==> config.mk <==
export PLATFORM = sky130hd
export DESIGN_NAME = axis_demux_1to8_flat
export DESIGN_NICKNAME = d
export VERILOG_FILES = /design/src/rtl/axis_demux_1to8_if.sv /design/src/rtl/axis_demux_1to8.sv /design/src/flat_wrapper.sv
export SDC_FILE = /design/constraint.sdc
export NUM_CORES = 1
export LEC_CHECK = 0
export CORE_ASPECT_RATIO = 1.25
export CORE_MARGIN = 5
export CORE_UTILIZATION = 43
export DETAILED_ROUTE_END_ITERATION = 8
export PLACE_DENSITY = 0.88
export SYNTH_ARGS = -nofsm -noshare
export SYNTH_HDL_FRONTEND = slang
export SYNTH_SLANG_ARGS = --single-unit
==> constraint.sdc <==
create_clock -name clk -period 4.1 [get_ports clk]
set_input_delay 0.82 -clock clk [delete_from_list [all_inputs] [get_ports clk]]
set_output_delay 0.82 -clock clk [all_outputs]
set_load 0.05 [all_outputs]
==> src/rtl/axis_demux_1to8_if.sv <==
// Stream bundle for axis_demux_1to8: one upstream port (with destination select)
// and eight downstream ports carried as packed per-destination vectors.
interface axis_demux_1to8_if #(
  parameter int WIDTH = 16,
  parameter int depth = 3
);
  logic [depth-1:0]          sel;
  logic [WIDTH-1:0]          data;
  logic                      last;
  logic                      valid;
  logic                      ready;
  logic [7:0][WIDTH-1:0]     data_k;
  logic [7:0]                last_k;
  logic [7:0]                valid_k;
  logic [7:0]                ready_k;

  modport master (
    output sel, data, last, valid, ready_k,
    input  ready, data_k, last_k, valid_k
  );

  modport slave (
    input  sel, data, last, valid, ready_k,
    output ready, data_k, last_k, valid_k
  );
endinterface

==> src/rtl/axis_demux_1to8.sv <==
// 1-to-8 AXI-Stream demultiplexer with an output register plus skid register.
// Define AXIS_DEMUX_PKT_LOCK_EN to lock the destination for a whole packet.
module axis_demux_1to8 #(
  parameter int WIDTH = 16,
  parameter int depth = 3
) (
  input  logic             clk,
  input  logic             rst,
  axis_demux_1to8_if.slave bus,
  output logic             pkt_active
);

  localparam int NDEST = 8;

  // Output stage keeps the destination as a one-hot valid vector so valid_k is a flop.
  logic [NDEST-1:0] out_vld_r,    out_vld_s;
  logic [WIDTH-1:0] out_data_r,   out_data_s;
  logic             out_last_r,   out_last_s;
  logic             skid_valid_r, skid_valid_s;
  logic [WIDTH-1:0] skid_data_r,  skid_data_s;
  logic             skid_last_r,  skid_last_s;
  logic [depth-1:0] skid_dest_r,  skid_dest_s;
  logic             ready_r;
  logic             up_fire_s;
  logic             dn_fire_s;
  logic [depth-1:0] beat_dest_s;

  function automatic logic [NDEST-1:0] dest_onehot(input logic [depth-1:0] dest);
    logic [NDEST-1:0] oh;
    oh       = {NDEST{1'b0}};
    oh[dest] = 1'b1;
    return oh;
  endfunction

  assign up_fire_s = bus.valid & ready_r;
  assign dn_fire_s = |(out_vld_r & bus.ready_k);

`ifdef AXIS_DEMUX_PKT_LOCK_EN
  typedef enum logic [0:0] {IDLE = 1'b0, IN_PKT = 1'b1} pkt_state_e;

  pkt_state_e       state_r, state_s;
  logic [depth-1:0] lock_dest_r, lock_dest_s;

  // Packet lock state and locked destination.
  always_ff @(posedge clk or posedge rst) begin
    if (rst) begin
      state_r     <= IDLE;
      lock_dest_r <= {depth{1'b0}};
    end else begin
      state_r     <= state_s;
      lock_dest_r <= lock_dest_s;
    end
  end

  // First beat of a packet picks sel; the rest follow the locked destination.
  always_comb begin
    state_s     = state_r;
    lock_dest_s = lock_dest_r;
    beat_dest_s = bus.sel;
    case (state_r)
      IDLE: begin
        beat_dest_s = bus.sel;
        if (up_fire_s) begin
          lock_dest_s = bus.sel;
          state_s     = bus.last ? IDLE : IN_PKT;
        end else begin
          state_s     = IDLE;
        end
      end
      IN_PKT: begin
        beat_dest_s = lock_dest_r;
        if (up_fire_s && bus.last) begin
          state_s = IDLE;
        end else begin
          state_s = IN_PKT;
        end
      end
      default: begin
        state_s = IDLE;
      end
    endcase
  end

  assign pkt_active = (state_r == IN_PKT);
`else
  assign beat_dest_s = bus.sel;
  assign pkt_active  = 1'b0;
`endif

  // Occupancy transitions EMPTY/ONE/FULL; skid only fills when out is held.
  always_comb begin
    out_vld_s    = out_vld_r;
    out_data_s   = out_data_r;
    out_last_s   = out_last_r;
    skid_valid_s = skid_valid_r;
    skid_data_s  = skid_data_r;
    skid_last_s  = skid_last_r;
    skid_dest_s  = skid_dest_r;
    if (out_vld_r == {NDEST{1'b0}}) begin
      if (up_fire_s) begin
        out_vld_s  = dest_onehot(beat_dest_s);
        out_data_s = bus.data;
        out_last_s = bus.last;
      end else begin
        out_vld_s  = {NDEST{1'b0}};
      end
    end else if (skid_valid_r) begin
      if (dn_fire_s) begin
        out_vld_s    = dest_onehot(skid_dest_r);
        out_data_s   = skid_data_r;
        out_last_s   = skid_last_r;
        skid_valid_s = 1'b0;
      end else begin
        skid_valid_s = 1'b1;
      end
    end else begin
      case ({up_fire_s, dn_fire_s})
        2'b11: begin
          out_vld_s  = dest_onehot(beat_dest_s);
          out_data_s = bus.data;
          out_last_s = bus.last;
        end
        2'b10: begin
          skid_valid_s = 1'b1;
          skid_data_s  = bus.data;
          skid_last_s  = bus.last;
          skid_dest_s  = beat_dest_s;
        end
        2'b01: begin
          out_vld_s = {NDEST{1'b0}};
        end
        default: begin
          out_vld_s = out_vld_r;
        end
      endcase
    end
  end

  // Datapath registers; cleared on reset so data_k/last_k read 0.
  always_ff @(posedge clk or posedge rst) begin
    if (rst) begin
      out_vld_r    <= {NDEST{1'b0}};
      out_data_r   <= {WIDTH{1'b0}};
      out_last_r   <= 1'b0;
      skid_valid_r <= 1'b0;
      skid_data_r  <= {WIDTH{1'b0}};
      skid_last_r  <= 1'b0;
      skid_dest_r  <= {depth{1'b0}};
      ready_r      <= 1'b0;
    end else begin
      out_vld_r    <= out_vld_s;
      out_data_r   <= out_data_s;
      out_last_r   <= out_last_s;
      skid_valid_r <= skid_valid_s;
      skid_data_r  <= skid_data_s;
      skid_last_r  <= skid_last_s;
      skid_dest_r  <= skid_dest_s;
      ready_r      <= ~skid_valid_s;
    end
  end

  assign bus.ready   = ready_r;
  assign bus.valid_k = out_vld_r;
  assign bus.last_k  = {NDEST{out_last_r}};
  assign bus.data_k  = {NDEST{out_data_r}};

endmodule

==> src/flat_wrapper.sv <==
// flat-port wrapper written by rule: the top's interface ports become plain ports
module axis_demux_1to8_flat 
#(
  parameter int WIDTH = 16,
  parameter int depth = 3
)
  (clk, rst, pkt_active, bus_sel, bus_data, bus_last, bus_valid, bus_ready_k, bus_ready, bus_data_k, bus_last_k, bus_valid_k);
  axis_demux_1to8_if #(.WIDTH(WIDTH), .depth(depth)) bus_i ();
  input  logic clk;
  input  logic rst;
  output logic pkt_active;
  input wire logic [$bits(bus_i.sel)-1:0] bus_sel;
  input wire logic [$bits(bus_i.data)-1:0] bus_data;
  input wire logic [$bits(bus_i.last)-1:0] bus_last;
  input wire logic [$bits(bus_i.valid)-1:0] bus_valid;
  input wire logic [$bits(bus_i.ready_k)-1:0] bus_ready_k;
  output wire logic [$bits(bus_i.ready)-1:0] bus_ready;
  output wire logic [$bits(bus_i.data_k)-1:0] bus_data_k;
  output wire logic [$bits(bus_i.last_k)-1:0] bus_last_k;
  output wire logic [$bits(bus_i.valid_k)-1:0] bus_valid_k;
  assign bus_i.sel = bus_sel;
  assign bus_i.data = bus_data;
  assign bus_i.last = bus_last;
  assign bus_i.valid = bus_valid;
  assign bus_i.ready_k = bus_ready_k;
  assign bus_ready = bus_i.ready;
  assign bus_data_k = bus_i.data_k;
  assign bus_last_k = bus_i.last_k;
  assign bus_valid_k = bus_i.valid_k;
  axis_demux_1to8 #(.WIDTH(WIDTH), .depth(depth)) u_core (.clk(clk), .rst(rst), .bus(bus_i), .pkt_active(pkt_active));
endmodule
==> impl_metrics.yaml <==
min_path:
  hold_path_class: "register to register"
  min_from: "u_core.skid_data_r[9]$_DFFE_PP0P_"
clock_network:
  cts_buffers: 5
  root_buffer: "clkbuf_8"
  cts_resized: 0
  clkTransAtPathRegs_ps: 80
  clk_latency_ps: 290
  holdBufCountCts: 0
  cts_tree: "done"
  post_cts_buffers: 0
  cts_buffer_depth: 2
  clkSinkCount: 47
  ctsHtreeMaxLevel: 2
yosys:
  synth_warnings: 0
  synthTopCellsByArea: "dfrtp_1 (36%), buf_4 (28%), mux2_2 (19%)"
  synth_top_area_share: 0.363
  synth_cell_type_count: 30
  syn_inst: 286
  avgSynthCellArea_um2: 11.3
  ys_ff_latch: 47
  synth.cell_area_um2: 3240
  synth_area_leader_cell: "dfrtp_1"
  ys_seq_area_frac: 0.363
  syn_nets: 317
final_layout:
  final_nets: 369
  antennaDiodeCount: 0
  drive_above_1_share: 0.239
  final_cell_mix: "clkdlybuf4s50_1 (175), mux2_2 (55), dfrtp_1 (47), mux2_4 (10), clkbuf_8 (7)"
  multi_input_area_um2: 1100
  fill_cells: 617
  area_delta_synth_final_pct: 31.1
  final_common_cell: "clkdlybuf4s50_1"
  regArea_um2: 1180
floorplan:
  ios: 177
  start_util: 0.441
  fp.dieH_um: 107
  rows: 35
  die_area_um2: 9390
  die_x_um: 87.7
  coreArea_um2: 7360
global_routing:
  grt_max_degree: 48
  track_usage: 0.136
  grt_pass1_vias: 2127
  grt_pass1_wl_mm: 10.4
  globalRouteOverflowTotal: 0
  antenna_found_initial: 0
detailed_routing:
  route.detailed.drc: 0
  vias_per_cell: 4.73
  drt_iter0_markers: 60
  vias: 2037
  wire_per_inst_um: 15.5
  first_pass_iters: 4
  wirelength_mm: 6.70
  postRouteAntennaNets: 0
placed_design:
  portBuffers: 175
  gp_congestion: 0.766
  post-dp-hpwl_mm: 5.15
sta:
  tightest_slew_ps: 980
  drv_slew: 0
  period_share: 0.656
  fmax_mhz: 372
  timing.setup.tns_ps: 0
  rsz0062_at_grt: "no"
  hold_viol_final: 0
  skew_ps: 5.07
  period_needed_ps: 2690
  timing.slew.headroom: 0.346
  finalSetupViolCount: 0
critical_path:
  critPathRequiredTime_ps: 4280
  rr_startpoint: "u_core.bus.valid_k[0]$_DFFE_PP0P_"
  worstPathMaxFanout: 26
  startpoint: "u_core.bus.valid_k[0]$_DFFE_PP0P_"
  critPathArrivalTime_ps: 2870
  critPathLaunchType: "register"
  crit_type: "register to register"
  end_kind: "register"
flow_run:
  drv_cap: 0
status:
  outcome: "complete, no violations"
-- worst paths after layout --
| check | end | slack (ps) | depth (start not counted) |
|---|---|---|---|
| min reg2reg | u_core.skid_data_r[9]$_DFFE_PP0P_ | 510 | 1 |
| min | u_core.skid_data_r[9]$_DFFE_PP0P_ | 510 | 1 |
| max in group asynchronous | u_core.bus.ready$_DFF_PP0_ | 2420 | 2 |
| max reg2reg | u_core.out_data_r[10]$_DFFE_PP0P_ | 1410 | 4 |
| min in group asynchronous | u_core.skid_data_r[14]$_DFFE_PP0P_ | 1080 | 2 |
| max | u_core.out_data_r[10]$_DFFE_PP0P_ | 1410 | 4 |
-- layer usage --
| metal | part of all wire | vias to the layer above | wire (um) | GRT usage |
|---|---|---|---|---|
| li1 | - | 941 | - | - |
| met1 | 0.37 | 986 | 2500 | 0.150 |
| met2 | 0.53 | 105 | 3570 | 0.251 |
| met3 | 0.089 | 5 | 595 | 0.0369 |
| met4 | 0.0060 | 0 | 40 | 0.0395 |
| met5 | 0 | - | 0 | 0 |
-- layout make-up --
| cell class | count | area share |
|---|---|---|
| inverter | 1 | 0.000882 |
| tap | 92 | 0.0271 |
| sequential | 47 | 0.276 |
| timing repair buffer | 176 | 0.414 |
| clock buffer | 8 | 0.0235 |
| multi-input combinational | 107 | 0.259 |
-- per-stage QoR --
stage / setup slack (ps) / hold WS [ps] / cell area (um^2) / util / cells
final: 1410 / 509 / 4250 / 0.578 / 431
after global placement: 1240 / 486 / 4150 / 0.565 / 423
after detailed placement: 1180 / 497 / 4150 / 0.565 / 423
after floorplan: 1680 / 477 / 3240 / - / 286
after CTS: 1350 / 516 / 4250 / 0.578 / 431
after global routing: 1270 / 526 / 4250 / 0.578 / 431
-- sequential cells by signal (all words and copies together) (netlist names), named ones only --
signal and cells:
u_core.out_last_r 1, u_core.bus.ready 1, u_core.skid_last_r 1, u_core.skid_dest_r 3, u_core.bus.valid_k 8, u_core.skid_data_r 16
u_core.out_data_r 16
-- synthesized netlist by cell type (all sizes together) --
cell     instances
buf            129
mux2            65
dfrtp           47
mux2i            5
nand3b           5
nor2             5
a22oi            4
nand2            4
clkbuf           2
nand3            2
nor3b            2
nor4             2
nor4b            2
or4              2
a2bb2oi          1
and3             1
conb             1
inv              1
nand4            1
nor3             1
o21ai            1
o21ba            1
o21bai           1
or3              1
-- kinds of logic (layout without fill, tap and decap cells) --
logic type | count (synthesis) | in the layout | synth area share
AND/OR/NAND/NOR | 28 | 28 | 0.0555
buffers and inverters | 132 | 185 | 0.300
flip-flops | 47 | 47 | 0.363
other | 1 | 1 | 0.00116
AO/OA/AOI/OAI | 8 | 8 | 0.0278
multiplexers | 70 | 70 | 0.253
-- critical path, stage by stage (launching register included) --
cell and delay [ps]:
dfrtp_1 420, or4_4 590, o21ai_4 780, a2bb2oi_4 370
mux2_4 390
Power is not shown: default switching activity piles up to over one toggle a cycle in this logic, so the estimate is an artifact.
